File: src/rtl/tt_sweep_if.sv
// Bus bundle between a truth-table sweeper and its driver.
// Handshake: start is a level request with no ready; the sweeper takes it
// only while busy is low and it is idle, otherwise start is simply ignored.
// done is a one-cycle completion pulse; valid and match stay meaningful
// from that pulse until the next sweep is accepted.
interface tt_sweep_if;
  logic       start;
  logic [7:0] expected;
  logic       dut_out;
  logic       in1;
  logic       in2;
  logic       in3;
  logic       busy;
  logic       done;
  logic [7:0] truth_table;
  logic       valid;
  logic       match;

  modport master (
    output start, expected, dut_out,
    input  in1, in2, in3, busy, done, truth_table, valid, match
  );

  modport slave (
    input  start, expected, dut_out,
    output in1, in2, in3, busy, done, truth_table, valid, match
  );
endinterface

File: src/rtl/tt_sweep.sv
// Truth-table sweeper for a 3-input gate: drives codes 0..7 in order, holds
// each for SETTLE_CYCLES cycles, samples the gate output, then compares the
// captured table with the reference table in a one-cycle DONE state.
module tt_sweep #(
  parameter int unsigned SETTLE_CYCLES = 2
) (
  input  logic        clk,
  input  logic        rst,
  tt_sweep_if.slave   bus,
  output logic [1:0]  state_dbg
);

  typedef enum logic [1:0] {
    S_IDLE   = 2'd0,
    S_SETTLE = 2'd1,
    S_SAMPLE = 2'd2,
    S_DONE   = 2'd3
  } state_e;

  localparam logic [7:0] CNT_LAST = 8'(SETTLE_CYCLES - 1);

  state_e     state_q, state_d;
  logic [2:0] idx_q, idx_d;
  logic [7:0] cnt_q, cnt_d;
  logic [2:0] in_q, in_d;
  logic [7:0] tt_q, tt_d;
  logic       valid_q, valid_d;
  logic       match_q, match_d;
  logic       cmp_now;

  // expected is only looked at while in DONE
  assign cmp_now = (tt_q == bus.expected);

  // State register
  always_ff @(posedge clk) begin
    if (rst) state_q <= S_IDLE;
    else     state_q <= state_d;
  end

  // Datapath registers; reset discards any partial sweep
  always_ff @(posedge clk) begin
    if (rst) begin
      idx_q   <= 3'd0;
      cnt_q   <= 8'd0;
      in_q    <= 3'd0;
      tt_q    <= 8'h00;
      valid_q <= 1'b0;
      match_q <= 1'b0;
    end else begin
      idx_q   <= idx_d;
      cnt_q   <= cnt_d;
      in_q    <= in_d;
      tt_q    <= tt_d;
      valid_q <= valid_d;
      match_q <= match_d;
    end
  end

  // Next-state logic
  always_comb begin
    state_d = state_q;
    case (state_q)
      S_IDLE:   if (bus.start) state_d = S_SETTLE;
      S_SETTLE: if (cnt_q == CNT_LAST) state_d = S_SAMPLE;
      S_SAMPLE: state_d = (idx_q == 3'd7) ? S_DONE : S_SETTLE;
      S_DONE:   state_d = S_IDLE;
      default:  state_d = S_IDLE;
    endcase
  end

  // Datapath next values: code stepping, settle counting, capture, result latch
  always_comb begin
    idx_d   = idx_q;
    cnt_d   = cnt_q;
    tt_d    = tt_q;
    valid_d = valid_q;
    match_d = match_q;
    in_d    = 3'd0;
    case (state_q)
      S_IDLE: begin
        if (bus.start) begin
          idx_d   = 3'd0;
          cnt_d   = 8'd0;
          tt_d    = 8'h00;
          valid_d = 1'b0;
          match_d = 1'b0;
        end
      end
      S_SETTLE: cnt_d = cnt_q + 8'd1;
      S_SAMPLE: begin
        // inputs still hold code idx at this edge, so the capture is aligned
        tt_d[idx_q] = bus.dut_out;
        if (idx_q == 3'd7) begin
          valid_d = 1'b1;
        end else begin
          idx_d = idx_q + 3'd1;
          cnt_d = 8'd0;
        end
      end
      S_DONE:   match_d = cmp_now;
      default:  ;
    endcase
    // gate inputs carry the code only while a sweep is driving it
    if (state_d == S_SETTLE || state_d == S_SAMPLE) in_d = idx_d;
  end

  // Output decode
  always_comb begin
    bus.busy  = 1'b0;
    bus.done  = 1'b0;
    bus.match = match_q;
    case (state_q)
      S_SETTLE, S_SAMPLE: bus.busy = 1'b1;
      S_DONE: begin
        bus.done  = 1'b1;
        bus.match = cmp_now;
      end
      default: ;
    endcase
  end

  assign bus.in1         = in_q[0];
  assign bus.in2         = in_q[1];
  assign bus.in3         = in_q[2];
  assign bus.truth_table = tt_q;
  assign bus.valid       = valid_q;
  assign state_dbg       = state_q;

endmodule

File: src/flat_wrapper.sv
// flat-port wrapper written by rule: the top's interface ports become plain ports
module tt_sweep_flat 
#(
  parameter int unsigned SETTLE_CYCLES = 2
)
  (clk, rst, state_dbg, bus_start, bus_expected, bus_dut_out, bus_in1, bus_in2, bus_in3, bus_busy, bus_done, bus_truth_table, bus_valid, bus_match);
  tt_sweep_if bus_i ();
  input  logic clk;
  input  logic rst;
  output logic [1:0] state_dbg;
  input wire logic [$bits(bus_i.start)-1:0] bus_start;
  input wire logic [$bits(bus_i.expected)-1:0] bus_expected;
  input wire logic [$bits(bus_i.dut_out)-1:0] bus_dut_out;
  output wire logic [$bits(bus_i.in1)-1:0] bus_in1;
  output wire logic [$bits(bus_i.in2)-1:0] bus_in2;
  output wire logic [$bits(bus_i.in3)-1:0] bus_in3;
  output wire logic [$bits(bus_i.busy)-1:0] bus_busy;
  output wire logic [$bits(bus_i.done)-1:0] bus_done;
  output wire logic [$bits(bus_i.truth_table)-1:0] bus_truth_table;
  output wire logic [$bits(bus_i.valid)-1:0] bus_valid;
  output wire logic [$bits(bus_i.match)-1:0] bus_match;
  assign bus_i.start = bus_start;
  assign bus_i.expected = bus_expected;
  assign bus_i.dut_out = bus_dut_out;
  assign bus_in1 = bus_i.in1;
  assign bus_in2 = bus_i.in2;
  assign bus_in3 = bus_i.in3;
  assign bus_busy = bus_i.busy;
  assign bus_done = bus_i.done;
  assign bus_truth_table = bus_i.truth_table;
  assign bus_valid = bus_i.valid;
  assign bus_match = bus_i.match;
  tt_sweep #(.SETTLE_CYCLES(SETTLE_CYCLES)) u_core (.clk(clk), .rst(rst), .bus(bus_i), .state_dbg(state_dbg));
endmodule
File: config.mk
export PLATFORM = sky130hd
export DESIGN_NAME = tt_sweep_flat
export DESIGN_NICKNAME = d
export VERILOG_FILES = /design/src/rtl/tt_sweep_if.sv /design/src/rtl/tt_sweep.sv /design/src/flat_wrapper.sv
export SDC_FILE = /design/constraint.sdc
export NUM_CORES = 1
export LEC_CHECK = 0
export ABC_CLOCK_PERIOD_IN_PS = 1900
export CAP_MARGIN = 5
export CORE_MARGIN = 2
export CORE_UTILIZATION = 45
export DETAILED_ROUTE_END_ITERATION = 8
export PLACE_DENSITY = 0.85
export SKIP_LAST_GASP = 1
export SYNTH_ARGS = -nofsm -noshare
export SYNTH_HDL_FRONTEND = slang
export SYNTH_SLANG_ARGS = --single-unit
export TNS_END_PERCENT = 100
File: constraint.sdc
create_clock -name clk -period 1.9 [get_ports clk]
set_clock_uncertainty 0.2 [all_clocks]
set_input_delay 0.285 -clock clk [delete_from_list [all_inputs] [get_ports clk]]
set_output_delay 0.285 -clock clk [all_outputs]
set_load 0.05 [all_outputs]
==> impl_results.md <==
* Final-report hold violation count at 0
* Pwr/cell area at 569 nW/um^2
* Syn_area_per_cell at 8.15 um^2
* Worst Path Class, Setup: reg -> out
* H-tree levels at 1
* Vias in the first global route at 1369
* Vias post-DR at 1520
* Final Util at 70.5%
* GPL Wtd Cong at 0.884
* Met3 WL at 170 um
* Pleak at 0.000845 uW
* Design Power at 1230 uW
* Post-DP HPWL at 2750 um
* Pins over their slew limit at 0
* Largest cells by area after synthesis: dfxtp_1 (35%), a21oi_1 (8.1%), ha_1 (5.9%)
* Most frequent cell after synthesis: dfxtp_1
* Final setup margin at -207 ps
* Synth Flop Type: dfxtp_1
* CTS Root Cell: clkbuf_4
* Finished Cell Area at 2170 um^2
* Congestion Overflow GR at 0
* Failing checks: setup timing
* Slew @ Worst Pin at 364 ps
* Layout cell share with drive strength beyond 1 at 37.4%
* Initial antenna violation count at 0
* Vias/cell at 5.55
* Diodes inserted at 0
* Post-Syn Area at 1480 um^2
* Cell taking the most area after synthesis: dfxtp_1
* Synth async-reset ratio at 0%
* Pin count of the biggest net entering global routing at 15
* CP Launch Type: flip-flop
* Tot GR Track Use at 21.3%
* # IOs at 29
* Register area at 537 um^2
* First-pass GRT wire length at 5980 um
* IO Port Bufs at 28
* Area occupied by multi-input gates at 1050 um^2
* Met1 Routed Length at 1800 um
* Post-synth cell types at 38
* Core area at 3080 um^2
* Max Freq at 0.475 GHz
* Fillers at 226
* Clk slew on worst S/H paths at 150 ps
* DRC Markers at 0
* CTS tree: yes
* Critical Path Sink Type: output port
* Die Y at 61.3 um
* Routed WL per cell at 15.4 um
* Worst VDD drop at 463 uV
* Top-area cell type share of the netlist area at 35.3%
* Worst skew pair latency at 340 ps
* Unrepaired setup endpoints after global routing: yes
* Period utilisation layout at 111%
* EDFF count, synth at 0
* Std-Cell Rows at 20
* Critical Path RT at 1410 ps
* Die area at 3750 um^2
* Status: finished, violations left
* MaxCap Viol Count at 0
* Crit path DAT at 1620 ps
* Synth Register Bits at 26
* Min-Delay Path Class: reg -> reg
* Area grow syn2layout at 47.1%
* Net Count, Synth at 200
* Sequential share of the synthesized area at 35.3%
* DIE WIDTH at 61.3 um
* Initial Util at 47.9%
* Synth top cells by count: dfxtp_1 (26), a21oi_1 (24), nand2_1 (16)
* WL met2 at 2150 um
* Hold Buf Count CTS at 0
* Top sig layer: met4
* Area post-placement at 1960 um^2
* Fin crit period at 2110 ps
* Worst-case clock buffer depth at 2
* Final setup fails at 2
* Cells after Synth at 181
* Slew headroom at 75.7%
* Initial DRC count at 78
* TritonCTS buffer count at 3
* Nets at 250
* Clk sinks at 26
* Syn. warnings at 0
* First-pass iteration count of the detailed router at 4
* Post-route ant nets at 0
* Crit-path max FO at 2
* Total wire length at 4220 um
==> power breakdown <==
part           internal, uW  switching, uW  leakage [uW]
combinational           191            220      0.000615
sequential              554           11.9      0.000215
clock                  82.6            174     0.0000150
total                   828            406      0.000845
==> sequential cells by signal, summed over array words and instances (netlist names) <==
signal                  count
u_core.match_q              1
u_core.bus.truth_table      8
u_core.bus.valid            1
u_core.in_q                 3
u_core.idx_q                3
u_core.state_dbg            2
u_core.cnt_q                8
==> cell type report <==
type                    count  area share (%)
multi-input cells         139            48.6
flip-flops and latches     26            24.7
repair buffers             53            21.5
well taps                  44            2.54
inverters                   8            1.50
clock buffers               4            1.21
==> layout by cell type, fill, tap and decap left out, types with 2 or more instances in the layout <==
master,synthesis,routed
buf_4,0,38
a31oi_1,2,2
o31ai_1,3,2
a21oi_2,0,2
dfxtp_4,0,2
nand2_1,16,16
a22oi_1,3,2
and3_1,3,2
xor2_1,9,9
or3_1,2,2
inv_1,8,6
nor3_1,5,4
buf_12,0,3
ha_1,7,3
dfxtp_1,26,17
nand3_1,8,6
nor4_2,0,2
nor4_1,5,3
nand2b_1,2,2
a21oi_1,24,21
o21ai_0,14,13
nor2_1,12,11
nor2b_1,3,3
ha_4,0,2
clkdlybuf4s50_1,0,10
xnor2_1,2,2
ha_2,0,2
dfxtp_2,0,7
clkbuf_4,0,3
nand4_1,2,2
==> path summary, 6_finish.rpt <==
path                             startpoint                to  slack [ps]  cells after the start
setup / recovery  u_core.bus.truth_table[1]         bus_match        -210                      6
hold / removal               u_core.match_q    u_core.match_q         290                      2
setup reg to reg        u_core.state_dbg[0]  u_core.bus.valid         -20                      6
hold reg to reg              u_core.match_q    u_core.match_q         290                      2
==> worst max-delay path: stages, from the launching register on <==
cell     delay (ps)
dfxtp_2         360
xor2_1          160
nor4_1          290
buf_4           170
nand3_2          70
o21ai_2          90
buf_12          150
==> cell families after synthesis <==
logic type	synth area share (%)
and+or+nand+nor	24.9
AOI/OAI and AO/OA	20.4
DFF	35.3
buffers and inverters	4.83
xor gates and xnor gates	6.53
adders and majority gates	5.94
muxes	2.12
==> metal layers <==
metal	GRT usage, %	vias up
met5	0	-
met4	7.45	0
met3	2.73	9
met2	36.5	54
met1	27.4	711
li1	-	746
==> metrics by stage <==
stage	setup WS [ps]	hold WS (ps)	cells	setup TNS, ps
after global placement	-183	262	265	-1520
final	-207	292	274	-227
after CTS	-204	295	272	-204
after global routing	-293	311	274	-449
after floorplan	-11.6	162	181	-11.6
after detailed placement	-247	276	265	-2030
==> what timing repair did <==
item	CTS	global route
endpoints found under the setup margin	7	9
buffers inserted	3	2
pin swaps	4	9
gates resized for setup	8	21
Note: power is estimated with default switching activity, not from simulation.
==> variant 1: new RTL, same flow settings <==
Register the output `state_dbg` once more, without a reset; this adds one clock of latency there. The other outputs are not delayed to match.
--- a/src/rtl/tt_sweep.sv
+++ b/src/rtl/tt_sweep.sv
@@ -126,3 +126,5 @@
   assign bus.valid       = valid_q;
-  assign state_dbg       = state_q;
+  always_ff @(posedge clk) begin
+    state_dbg <= state_q;
+  end
 
Behaviour: not the same (a bounded check fails within 4 cycles, from zero or initial values and one cycle with rst high).
==> variant 1 against the unedited design <==
- the flow still finishes with violations (negative setup slack)
- synthesized area is 7.0% lower
- setup slack better by 0.072 ns
- core utilization is 3.8 points lower
- sequential power is 8.0% higher
- sequential cell count is 2 higher
- routed wire length is 18% lower
- critical path depth is 1 higher
- power is 5.0% lower
- cell area is 8.4% lower
==> variant 1: results (changes against the unedited design) <==
- Sequential-to-total area share from yosys stat: 0.408 (+0.0555)
- Endpoints failing setup: 4 (+2)
- Status: complete, but fails checks
- Synth area leaders: dfxtp_1 (41%), ha_1 (6.4%), nor2_1 (6.3%)
- Placed inst area: 1830 um^2 (-6.8%)
- Total Wirelength: 3.46 mm (-18%)
- Commonest cells post-synth: dfxtp_1 (28), nor2_1 (23), nand2_1 (11)
- Max_slew headroom: 0.748 (-0.00916)
- CTS H-Tree Depth: 1 (unchanged)
- YS warnings: 0 (unchanged)
- # diodes: 0 (unchanged)
- All-Layer GR Usage: 0.209 (-0.00400)
- Async set-reset flop share out of synthesis: 0 (unchanged)
- GP Congestion: 0.902 (+2.1%)
- Final #Nets: 223 (-11%)
- Worst IR Drop VDD: 0.342 mV (-26%)
- Number of fill cells: 221 (-2.2%)
- Setup TNS: -0.445 ns (-0.218 ns)
- Lkg Pwr: 0.854 nW (+1.1%)
- Arrival time at the worst endpoint: 2.12 ns (+0.50 ns)
- First-pass GRT wire length: 5.55 mm (-7.2%)
- Ratio of cells with drive above 1 in the final layout: 0.361 (-0.0125)
- Post-synthesis register bit count: 28 (+7.7%)
- DPL Wire Length: 2.47 mm (-10%)
- Place WS: -0.151 ns (+0.0957 ns)
- Syn Nets: 172 (-14%)
- PnR worst setup slack: -0.135 ns (+0.0725 ns)
- Violated checks: negative setup slack
- DR iter-0 viols: 40 (-49%)
- Largest net degree at the start of global routing: 15 (unchanged)
- Net Switching: 0.339 mW (-17%)
- CTS root buf: clkbuf_4
- Vias in the first global route: 1295 (-5.4%)
- Placed insts: 229 (-14%)
- Critical Path Fanout Max: 3 (+1)
- Clock buffer depth: 2 (unchanged)
- Syn avg cell area: 8.97 um^2 (+10%)
- Layout Cells excl Fill: 235 (-14%)
- Hold Path Class: flip-flop to flip-flop
- Yosys cell types: 32 (-16%)
- Vias/cell: 5.65 (+1.9%)
-- variant 1: layout make-up --
cell class,count,area [um^2],share of cell area
multi-input cells,115,866,0.436
flip-flops and latches,28,574,0.289
repair buffers,52,468,0.236
well taps,33,41.3,0.0208
clock buffers,3,22.5,0.0113
inverters,4,15.0,0.00756
-- variant 1: worst paths after layout --
check / from / depth (start not counted) / to / slack (ns)
setup reg to reg: u_core.cnt_q[1] / 7 / u_core.in_q[1] / -0.13
hold / removal: u_core.state_q[1] / 0 / u_core.state_dbg[1] / 0.20
hold reg to reg: u_core.state_q[1] / 0 / u_core.state_dbg[1] / 0.20
setup / recovery: u_core.cnt_q[1] / 7 / u_core.in_q[1] / -0.13
-- variant 1: power by group through the flow --
stage	Sequential, mW	Clock (mW)	Combinational, mW
CTS	0.612	0.254	0.291
global placement	0.620	0	0.264
global route	0.613	0.276	0.342
finish	0.611	0.245	0.317
floorplan	0.640	0	0.137
detailed placement	0.620	0	0.271
-- variant 1: cell families (layout without fill, tap and decap cells) --
group	after synthesis	count (layout)	share of synthesized area
buffers and inverters	10	59	0.0292
muxes	4	4	0.0310
xor gates and xnor gates	17	17	0.108
and+or+nand+nor	62	62	0.223
DFF	28	28	0.408
AOI/OAI and AO/OA	25	25	0.136
adders and majority gates	7	7	0.0638
-- variant 1: critical path, cell delays in order, from the launching register on --
cell and delay (ns):
dfxtp_2 0.35, inv_2 0.06, ha_4 0.10, or4b_4 0.46
nor4_4 0.20, o221a_2 0.28, xor2_2 0.17, and2_1 0.15
-- variant 1: repair_timing --
| item | in CTS | in global routing |
|---|---|---|
| endpoints found under the hold margin | 0 | 0 |
| gates resized for setup | 13 | 20 |
| buffers inserted | 1 | 2 |
| endpoints found under the setup margin | 15 | 14 |
| pin swaps | 0 | 8 |
-- variant 1: layer usage --
metal  track usage  routed length, um  vias up
li1              -                  -      637
met1         0.242               1420      619
met2         0.364               1750       65
met3        0.0371                221        7
met4         0.104                 66        0
met5             0                  0        -
==> variant 2: new RTL, same flow settings <==
Made on the original files. Reset style: asynchronous (`rst`), changed in 2 clocked blocks.
--- a/src/rtl/tt_sweep.sv
+++ b/src/rtl/tt_sweep.sv
@@ -34,3 +34,3 @@
   // State register
-  always_ff @(posedge clk) begin
+  always_ff @(posedge clk or posedge rst) begin
     if (rst) state_q <= S_IDLE;
@@ -40,3 +40,3 @@
   // Datapath registers; reset discards any partial sweep
-  always_ff @(posedge clk) begin
+  always_ff @(posedge clk or posedge rst) begin
     if (rst) begin
Behaviour: differs if rst is asserted again (counterexample within 4 cycles, from zero or initial values and one cycle with rst high); with rst held inactive, the same outputs for 10 cycles.
==> variant 2 against the unedited design <==
- the flow still finishes with violations (negative setup slack)
- routed wire length fell by 0.38%
- maximum frequency rose by 0.88%
- setup slack improved by 0.018 ns
- die area rose by 3.1%
- sequential cell count did not move
- cell area rose by 8.0%
- synthesized area rose by 3.3%
- count of clock-buffer cells in the layout did not move
Power is not compared: it rests on default switching activity, and its combinational part moved more than twofold at a synthesized area within 25%.
==> variant 2: results (changes against the unedited design) <==
- Status: complete, but fails checks
- Violated checks: negative setup slack
- Endpoints failing setup: 10 (+8)
- Max_slew headroom: 0.770 (+0.0129)
- Clk slew on worst S/H paths: 0.15 ns (about the same)
- Reg2reg path depth: 7 (+1)
- Setup Buffers After CTS: 7 (+4)
- Post_cts resized: 5 (-3)
- WL/cell: 15.7 um (+1.9%)
- Initial antenna violation count: 0 (unchanged)
- Cts bufs inserted: 3 (unchanged)
- Ratio of cells with drive above 1 in the final layout: 0.432 (+0.0585)
- Post-Syn Instances: 159 (-12%)
- GP Congestion: 0.816 (-7.6%)
- FF-to-FF setup slack: -0.11 ns (-0.09 ns)
- Arrival time at the worst endpoint: 1.60 ns (-0.02 ns)
- Syn Nets: 178 (-11%)
- First-pass GRT wire length: 6.76 mm (+13%)
- YS warnings: 0 (unchanged)
- # diodes: 0 (unchanged)
- Synth area leaders: dfrtp_1 (43%), ha_1 (5.7%), nand2_1 (4.7%)
- Async set-reset flop share out of synthesis: 1.00 (+1.00)
- Hold WS: 0.0864 ns (-0.206 ns)
- PnR worst setup slack: -0.189 ns (+0.0185 ns)
- PortBufs: 28 (unchanged)
- DPL Wire Length: 2.70 mm (-1.8%)
- Drt pass-1 iters: 4 (unchanged)
- Critical Path Fanout Max: 2 (unchanged)
- CTS root buf: clkbuf_4
- Gr ovfl total: 0 (unchanged)
- Clock buffer depth: 2 (unchanged)
- Yosys cell types: 43 (+13%)
- Hold Path Class: input port to asynchronous set/reset pin
- Placed insts: 255 (-3.8%)
- Sequential-to-total area share from yosys stat: 0.427 (+0.0741)
- Layout Cells excl Fill: 268 (-2.2%)
- All-Layer GR Usage: 0.218 (+0.00497)
- Largest net degree at the start of global routing: 27 (+12)
- Cell internal pwr: 1.74 mW
- Final #Nets: 242 (-3.2%)
- Commonest cells post-synth: dfrtp_1 (26), nand2_1 (19), nor2_1 (10), o21ai_0 (10)
- CTS H-Tree Depth: 1 (unchanged)
- Lkg Pwr: between 1 and 1.5 nW
- Worst IR Drop VDD: between 0.6 and 0.7 mV
- Clock latency at the later pin of the worst-skew pair: between 0.3 and 0.4 ns
- DR iter-0 viols: 74 (-5.1%)
- Number of fill cells: 225 (-0.44%)
- DR vias: 1450 (-4.6%)
[variant 2: cell types whose count changed after synthesis, moves of 3 or more]
cell     unedited run  this run
a22o_1              0         4
nand2_1            16        19
nor4_1              5         1
nor3_1              5         2
a21oi_1            24         2
o21ai_1             0         8
o31ai_1             3         6
dfrtp_1             0        26
nand3_1             8         4
o21ai_0            14        10
dfxtp_1            26         0
[variant 2: per-stage QoR]
stage               instance area (um^2)   util  setup slack (ns)  setup TNS [ns]  power, mW
floorplan                           1570      -            -0.239           -1.66       1.82
global placement                    2080  0.633            -0.161          -0.743       2.37
detailed placement                  2080  0.633            -0.194          -0.874       2.41
CTS                                 2190  0.668            -0.189          -0.552       2.76
global route                        2340  0.714            -0.284           -1.73       3.25
finish                              2340  0.714            -0.189          -0.827       3.07
[variant 2: path summary, 6_finish.rpt]
check / startpoint / end
hold / removal: rst / u_core.in_q[1]
max in group asynchronous: rst / u_core.state_dbg[0]
hold reg to reg: u_core.bus.valid / u_core.bus.valid
setup / recovery: u_core.bus.truth_table[3] / bus_match
setup reg to reg: u_core.cnt_q[1] / u_core.in_q[0]
min in group clk: u_core.bus.valid / u_core.bus.valid
[variant 2: routing by layer]
metal / global-route usage / vias up / part of all wire
met5: 0 / - / 0
met4: 0.0861 / 0 / 0.018
met3: 0.0272 / 6 / 0.032
met2: 0.370 / 40 / 0.51
met1: 0.284 / 715 / 0.44
li1: - / 689 / -
[variant 2: cells by family (layout without fill, tap and decap cells)]
family,count (synthesis),in the layout,synth area share
and+or+nand+nor,50,50,0.162
buffers and inverters,15,78,0.0378
AOI/OAI and AO/OA,46,46,0.217
muxes,5,5,0.0369
DFF,26,26,0.427
xor gates and xnor gates,10,10,0.0624
adders and majority gates,7,7,0.0575
[variant 2: power groups by stage]
| stage | clock, mW | sequential, mW | combinational, mW |
|---|---|---|---|
| 6_report | 0.294 | 0.712 | 2.06 |
| 3_5_place_dp | 0 | 0.718 | 1.69 |
| 2_1_floorplan | 0 | 0.872 | 0.947 |
| 3_3_place_gp | 0 | 0.718 | 1.65 |
| 5_1_grt | 0.318 | 0.724 | 2.20 |
| 4_1_cts | 0.289 | 0.706 | 1.77 |
[variant 2: layout make-up]
cell class | count | share of cell area
tap | 46 | 0.0246
timing repair buffer | 66 | 0.247
sequential | 26 | 0.279
multi-input combinational | 118 | 0.419
clock buffer | 4 | 0.0155
inverter | 8 | 0.0149
[variant 2: critical path: stages, from the launching register on]
cell and delay (ns):
dfrtp_1 0.42, xor2_1 0.17, nor4_2 0.25, nand4_1 0.17, o21ai_2 0.11, buf_12 0.15
